===== config.mk =====
export PLATFORM = sky130hd
export DESIGN_NAME = product_readout_fifo_flat
export DESIGN_NICKNAME = d
export VERILOG_FILES = /design/src/rtl/product_readout_fifo_if.sv /design/src/rtl/product_readout_fifo.sv /design/src/flat_wrapper.sv
export SDC_FILE = /design/constraint.sdc
export NUM_CORES = 1
export LEC_CHECK = 0
export CORE_MARGIN = 3
export CORE_UTILIZATION = 51
export DETAILED_ROUTE_END_ITERATION = 10
export PLACE_DENSITY = 0.75
export SYNTH_ARGS = -nofsm -noshare
export SYNTH_HDL_FRONTEND = slang
export SYNTH_SLANG_ARGS = --single-unit

===== constraint.sdc =====
create_clock -name clk -period 2 [get_ports clk]
set_input_delay 0.4 -clock clk [delete_from_list [all_inputs] [get_ports clk]]
set_output_delay 0.4 -clock clk [all_outputs]
set_load 0.005 [all_outputs]

===== src/rtl/product_readout_fifo_if.sv =====
// Product readout bus: the upstream product strobe and readout command go in.
// The readout byte, flags and occupancy come back out.
interface product_readout_fifo_if;
    logic        prod_valid;
    logic [15:0] prod_in;
    logic [2:0]  comm;
    logic [7:0]  out_8b;
    logic        full;
    logic        empty;
    logic        ovf;
    logic [2:0]  count;

    modport master (
        output prod_valid, prod_in, comm,
        input  out_8b, full, empty, ovf, count
    );

    modport slave (
        input  prod_valid, prod_in, comm,
        output out_8b, full, empty, ovf, count
    );
endinterface


===== src/rtl/product_readout_fifo.sv =====
// Four-entry readout FIFO for 16-bit multiplier products.
// A 3-bit command returns the head one byte at a time, pops the head,
// returns status, clears the overflow flag or flushes the FIFO.
// The byte read and the pop can also happen in the same cycle.
module product_readout_fifo (
    input  logic                   clk,
    input  logic                   rst,
    product_readout_fifo_if.slave  bus
);
    typedef enum logic [2:0] {
        CMD_NOP       = 3'b000,
        CMD_RD_LO     = 3'b001,
        CMD_RD_HI     = 3'b010,
        CMD_POP       = 3'b011,
        CMD_STATUS    = 3'b100,
        CMD_CLR_OVF   = 3'b101,
        CMD_FLUSH     = 3'b110,
        CMD_RD_HI_POP = 3'b111
    } cmd_e;

    logic [15:0] mem [4];
    logic [1:0]  wr_ptr, wr_ptr_d;
    logic [1:0]  rd_ptr, rd_ptr_d;
    logic [2:0]  count_q, count_d;
    logic        ovf_q, ovf_d;
    logic [7:0]  out_q, out_d;

    cmd_e        cmd;
    logic        is_full, is_empty;
    logic        flush, pop_do, push_do, push_drop;
    logic [15:0] head;

    assign cmd      = cmd_e'(bus.comm);
    assign is_full  = (count_q == 3'd4);
    assign is_empty = (count_q == 3'd0);
    assign head     = mem[rd_ptr];
    assign flush    = (cmd == CMD_FLUSH);

    // A pop on an empty FIFO is ignored.
    // When the FIFO is full, a pop in the same cycle frees the slot that the push needs.
    assign pop_do    = ((cmd == CMD_POP) || (cmd == CMD_RD_HI_POP)) && !is_empty;
    assign push_do   = bus.prod_valid && !flush && (!is_full || pop_do);
    assign push_drop = bus.prod_valid && !flush && is_full && !pop_do;

    // Next-state decode for pointers, occupancy, overflow flag and readout byte
    always_comb begin
        wr_ptr_d = wr_ptr;
        rd_ptr_d = rd_ptr;
        count_d  = count_q;
        ovf_d    = ovf_q;
        out_d    = out_q;
        if (flush) begin
            wr_ptr_d = 2'd0;
            rd_ptr_d = 2'd0;
            count_d  = 3'd0;
            ovf_d    = 1'b0;
            out_d    = 8'h00;
        end else begin
            if (push_do) wr_ptr_d = wr_ptr + 2'd1;
            if (pop_do)  rd_ptr_d = rd_ptr + 2'd1;
            case ({push_do, pop_do})
                2'b10:   count_d = count_q + 3'd1;
                2'b01:   count_d = count_q - 3'd1;
                default: count_d = count_q;
            endcase
            // A product dropped in the same cycle as CLR_OVF still sets the flag.
            // This way no overflow event is lost.
            if (cmd == CMD_CLR_OVF) ovf_d = 1'b0;
            if (push_drop)          ovf_d = 1'b1;
            // An empty FIFO reads as zero, so unwritten entries never appear on the output.
            case (cmd)
                CMD_RD_LO:                out_d = is_empty ? 8'h00 : head[7:0];
                CMD_RD_HI, CMD_RD_HI_POP: out_d = is_empty ? 8'h00 : head[15:8];
                CMD_STATUS:               out_d = {is_full, is_empty, ovf_q, 2'b00, count_q};
                default:                  out_d = out_q;
            endcase
        end
    end

    // Control state register with asynchronous reset
    always_ff @(posedge clk or posedge rst) begin
        if (rst) begin
            wr_ptr  <= 2'd0;
            rd_ptr  <= 2'd0;
            count_q <= 3'd0;
            ovf_q   <= 1'b0;
            out_q   <= 8'h00;
        end else begin
            wr_ptr  <= wr_ptr_d;
            rd_ptr  <= rd_ptr_d;
            count_q <= count_d;
            ovf_q   <= ovf_d;
            out_q   <= out_d;
        end
    end

    // Storage array has no reset; the occupancy count guards every read of it
    always_ff @(posedge clk) begin
        if (push_do) mem[wr_ptr] <= bus.prod_in;
    end

    assign bus.out_8b = out_q;
    assign bus.count  = count_q;
    assign bus.ovf    = ovf_q;
    assign bus.full   = is_full;
    assign bus.empty  = is_empty;
endmodule


===== src/flat_wrapper.sv =====
// flat-port wrapper written by rule: the top's interface ports become plain ports
module product_readout_fifo_flat 
  (clk, rst, bus_prod_valid, bus_prod_in, bus_comm, bus_out_8b, bus_full, bus_empty, bus_ovf, bus_count);
  product_readout_fifo_if bus_i ();
  input  logic clk;
  input  logic rst;
  input wire logic [$bits(bus_i.prod_valid)-1:0] bus_prod_valid;
  input wire logic [$bits(bus_i.prod_in)-1:0] bus_prod_in;
  input wire logic [$bits(bus_i.comm)-1:0] bus_comm;
  output wire logic [$bits(bus_i.out_8b)-1:0] bus_out_8b;
  output wire logic [$bits(bus_i.full)-1:0] bus_full;
  output wire logic [$bits(bus_i.empty)-1:0] bus_empty;
  output wire logic [$bits(bus_i.ovf)-1:0] bus_ovf;
  output wire logic [$bits(bus_i.count)-1:0] bus_count;
  assign bus_i.prod_valid = bus_prod_valid;
  assign bus_i.prod_in = bus_prod_in;
  assign bus_i.comm = bus_comm;
  assign bus_out_8b = bus_i.out_8b;
  assign bus_full = bus_i.full;
  assign bus_empty = bus_i.empty;
  assign bus_ovf = bus_i.ovf;
  assign bus_count = bus_i.count;
  product_readout_fifo u_core (.clk(clk), .rst(rst), .bus(bus_i));
endmodule

==> insert_results.sql <==
INSERT INTO impl_metrics (metric_group, metric, value, unit) VALUES
('run_status', 'status', 'finished, final reports clean', ''),
('worst_setup_path', 'path_delay_family', 'simple AND/OR/NAND/NOR gates', ''),
('yosys', 'synth.top_cell.area_share', '53.2', '%'),
('detailed_routing', 'remaining_routing_drc_violations', '0', ''),
('power_and_ir_drop', 'switching_share', '31.9', '%'),
('worst_setup_path', 'reg2reg_depth', '7', ''),
('clocking', 'cts_buffers', '9', ''),
('placement', 'dp_hpwl', '5330', 'µm'),
('worst_setup_path', 'timing.critical_path.slowest_stage_cell', 'sky130_fd_sc_hd__or3_4', ''),
('power_and_ir_drop', 'p_leak', '0.00166', 'µW'),
('sta', 'final_min_period_over_clock_period', '97.0', '%'),
('yosys', 'netlist.top_cell.by_area', 'sky130_fd_sc_hd__edfxtp_1', ''),
('worst_setup_path', 'crit_required', '1.60', 'ns'),
('finish', 'layout-area-overhead-vs-synth', '24.4', '%'),
('clocking', 'maximum_root_to_sink_buffer_count', '2', ''),
('worst_setup_path', 'critPathLaunchType', 'flop', ''),
('power_and_ir_drop', 'power.ir.vdd_worst', '0.631', 'mV'),
('placement', 'gpl.final_weighted_congestion', '0.882', ''),
('clocking', 'worst_skew_pair.late_latency', '0.35', 'ns'),
('detailed_routing', 'wl_per_cell', '18.2', 'µm'),
('power_and_ir_drop', 'pwr_density_cell', '1210', 'nW/µm²'),
('worst_setup_path', 'worst_ep_arrival_time', '1.54', 'ns'),
('floorplanning', 'core_area', '6830', 'µm²'),
('global_routing', 'grt_pass1_vias', '2388', ''),
('placement', 'io_buffers', '35', ''),
('placement', 'postPlaceCellArea', '4270', 'µm²'),
('sta', 'grt_setup_unrepaired', 'yes', ''),
('yosys', 'synth_ff_type', 'sky130_fd_sc_hd__edfxtp_1', ''),
('detailed_routing', 'initialDrtViolationCount', '206', ''),
('yosys', 'synth.yosys.warnings', '0', ''),
('floorplanning', 'placement_rows', '30', ''),
('yosys', 'syn_area_per_cell', '15.5', 'µm²'),
('clocking', 'clockRootBuffer', 'sky130_fd_sc_hd__clkbuf_8', ''),
('power_and_ir_drop', 'comb_power_share', '38.6', '%'),
('global_routing', 'grt_use_total', '19.6', '%'),
('detailed_routing', 'drt_pass1_iterations', '5', ''),
('yosys', 'synth_top_cells_by_area', 'sky130_fd_sc_hd__edfxtp_1 (53%), sky130_fd_sc_hd__dfrtp_1 (11%), sky130_fd_sc_hd__mux4_2 (8.7%), sky130_fd_sc_hd__mux2i_1 (2.8%), sky130_fd_sc_hd__a22oi_1 (2.1%)', ''),
('worst_hold_path', 'hp-class', 'in -> async', ''),
('yosys', 'postSynthCellCount', '233', ''),
('global_routing', 'antenna_found_initial', '0', ''),
('yosys', 'synth_enable_flop_cells', '64', ''),
('yosys', 'synth_seq_area_share', '64.3', '%'),
('worst_setup_path', 'cell_chain_critical_path', 'or3_4 -> buf_12 -> inv_8 -> clkdlybuf4s15_1', ''),
('worst_setup_path', 'worstPathMaxFanout', '2', ''),
('finish', 'fillcell_total', '517', ''),
('worst_setup_path', 'worstSetupPathType', 'reg -> out', ''),
('yosys', 'post_synthesis_sequential_element_count', '80', ''),
('finish', 'antenna-diode-count', '0', ''),
('worst_setup_path', 'cp-end-kind', 'output port', ''),
('yosys', 'post_synth_most_frequent_cells', 'sky130_fd_sc_hd__edfxtp_1 (64), sky130_fd_sc_hd__dfrtp_1 (16), sky130_fd_sc_hd__nand2_1 (16)', ''),
('worst_setup_path', 'cp_num_buf_inv', '3', ''),
('floorplanning', 'design.portCount', '36', ''),
('sta', 'tightest_slew', '0.311', 'ns'),
('run', 'drv_cap', '0', ''),
('clocking', 'cts_sinks', '80', ''),
('finish', 'nNetsFinal', '332', ''),
('floorplanning', 'starting_density', '52.9', '%'),
('sta', 'report.final.hold_viol_count', '0', ''),
('global_routing', 'grt_remaining_overflow', '0', ''),
('detailed_routing', 'route.antenna.remaining_nets', '0', ''),
('sta', 'max_freq', '0.516', 'GHz'),
('finish', 'layout_cells_sized_above_1', '26.5', '%'),
('clocking', 'clk_pin_slew', '0.08', 'ns'),
('power_and_ir_drop', 'power.sequential.fraction', '42.2', '%'),
('sta', 'clock_skew', '0.00858', 'ns'),
('power_and_ir_drop', 'report.power.total', '5440', 'µW'),
('floorplanning', 'die_h', '90.2', 'µm'),
('clocking', 'cts_htree_levels', '3', ''),
('floorplanning', 'area_of_the_die', '8130', 'µm²'),
('yosys', 'yosysUniqueCellTypes', '50', ''),
('power_and_ir_drop', 'netSwitchingPower', '1740', 'µW');
[worst register-to-register path, delay by kind of cell (launching register included)]
family          cells  cell delay [ns]
flops               1             0.40
simple gates        3             0.54
buf+inv             1             0.17
compound gates      1             0.17
mux                 1             0.19
fa+ha+maj           1             0.39
[flip-flops by register name, indices dropped and copies added (netlist names)]
name	count
u_core.bus.ovf	1
u_core.rd_ptr	2
u_core.bus.out_8b	8
u_core.bus.count	3
u_core.mem	64
u_core.wr_ptr	2
[final cells by class]
type | instances | area, µm² | area share [%]
Clock buffer | 9 | 124 | 2.76
Clock inverter | 7 | 45.0 | 1.00
Inverter | 8 | 37.5 | 0.835
Multi-Input combinational cell | 133 | 1180 | 26.4
Sequential cell | 80 | 2320 | 51.7
Tap cell | 96 | 120 | 2.67
Timing Repair Buffer | 73 | 659 | 14.7
[path summary, 6_finish.rpt]
| kind | from | endpoint | slack (ns) |
|---|---|---|---|
| setup reg to reg | u_core.bus.count[0] | u_core.bus.count[2] | 0.06 |
| hold reg to reg | u_core.bus.out_8b[5] | u_core.bus.out_8b[5] | 0.53 |
| hold / removal | rst | u_core.bus.count[2] | 0.37 |
| setup / recovery | u_core.bus.count[0] | bus_empty | 0.06 |
| min in group clk | u_core.bus.out_8b[5] | u_core.bus.out_8b[5] | 0.53 |
| max in group asynchronous | rst | u_core.bus.count[0] | 1.42 |
[power by group through the flow]
stage | registers [µW] | logic, µW | clock network (µW)
2_1_floorplan | 2330 | 1200 | 0
6_report | 2290 | 2100 | 1040
3_3_place_gp | 2310 | 1970 | 0
3_5_place_dp | 2330 | 2020 | 0
5_1_grt | 2330 | 2300 | 1140
4_1_cts | 2300 | 2060 | 1070
[per-layer routing]
layer	GRT usage, %	vias up	share of wire (%)
met5	0	-	0
met4	9.18	0	2.3
met3	4.10	15	5.8
met2	32.5	81	50
met1	24.9	1118	42
li1	-	1056	-
[cell families (layout without fill, tap and decap cells)]
kind of cell	Yosys count	after routing	synth area share [%]
flops	80	80	64.3
simple gates	52	52	7.97
compound gates	47	47	8.93
mux	26	26	12.5
buf+inv	20	97	3.64
fa+ha+maj	5	5	1.94
xor+xnor	3	3	0.727
[timing repair]
action / 4_1_cts / 5_1_grt
pin swaps: 2 / 3
hold endpoints to repair: 0 / 0
gates resized for setup: 4 / 2
setup buffers: 2 / 1
endpoints found under the setup margin: 2 / 1
[through the flow]
step / setup TNS, ns / utilization, % / hold WS (ns)
global placement: 0 / 62.6 / 0.504
finish: 0 / 65.8 / 0.366
floorplan: 0 / - / 0.314
global route: -0.0140 / 65.8 / 0.377
CTS: 0 / 65.4 / 0.360
detailed placement: -1.20 / 62.6 / 0.500
[cell usage in the layout (no fill, tap or decap), types with 3 or more instances in the layout]
| cell | instances |
|---|---|
| sky130_fd_sc_hd__a21oi_1 | 9 |
| sky130_fd_sc_hd__a22oi_1 | 10 |
| sky130_fd_sc_hd__a31oi_1 | 4 |
| sky130_fd_sc_hd__and3_1 | 6 |
| sky130_fd_sc_hd__buf_4 | 36 |
| sky130_fd_sc_hd__clkbuf_8 | 9 |
| sky130_fd_sc_hd__clkdlybuf4s50_1 | 33 |
| sky130_fd_sc_hd__clkinv_1 | 3 |
| sky130_fd_sc_hd__dfrtp_1 | 15 |
| sky130_fd_sc_hd__edfxtp_1 | 64 |
| sky130_fd_sc_hd__ha_1 | 4 |
| sky130_fd_sc_hd__inv_1 | 7 |
| sky130_fd_sc_hd__inv_6 | 3 |
| sky130_fd_sc_hd__mux2i_1 | 10 |
| sky130_fd_sc_hd__mux4_2 | 14 |
| sky130_fd_sc_hd__nand2_1 | 16 |
| sky130_fd_sc_hd__nand2b_1 | 3 |
| sky130_fd_sc_hd__nor2_1 | 8 |
| sky130_fd_sc_hd__nor3_1 | 3 |
| sky130_fd_sc_hd__o21ai_1 | 6 |
| sky130_fd_sc_hd__o221ai_1 | 3 |
| sky130_fd_sc_hd__o22ai_1 | 3 |
Note: power is estimated with default switching activity, not from simulation.
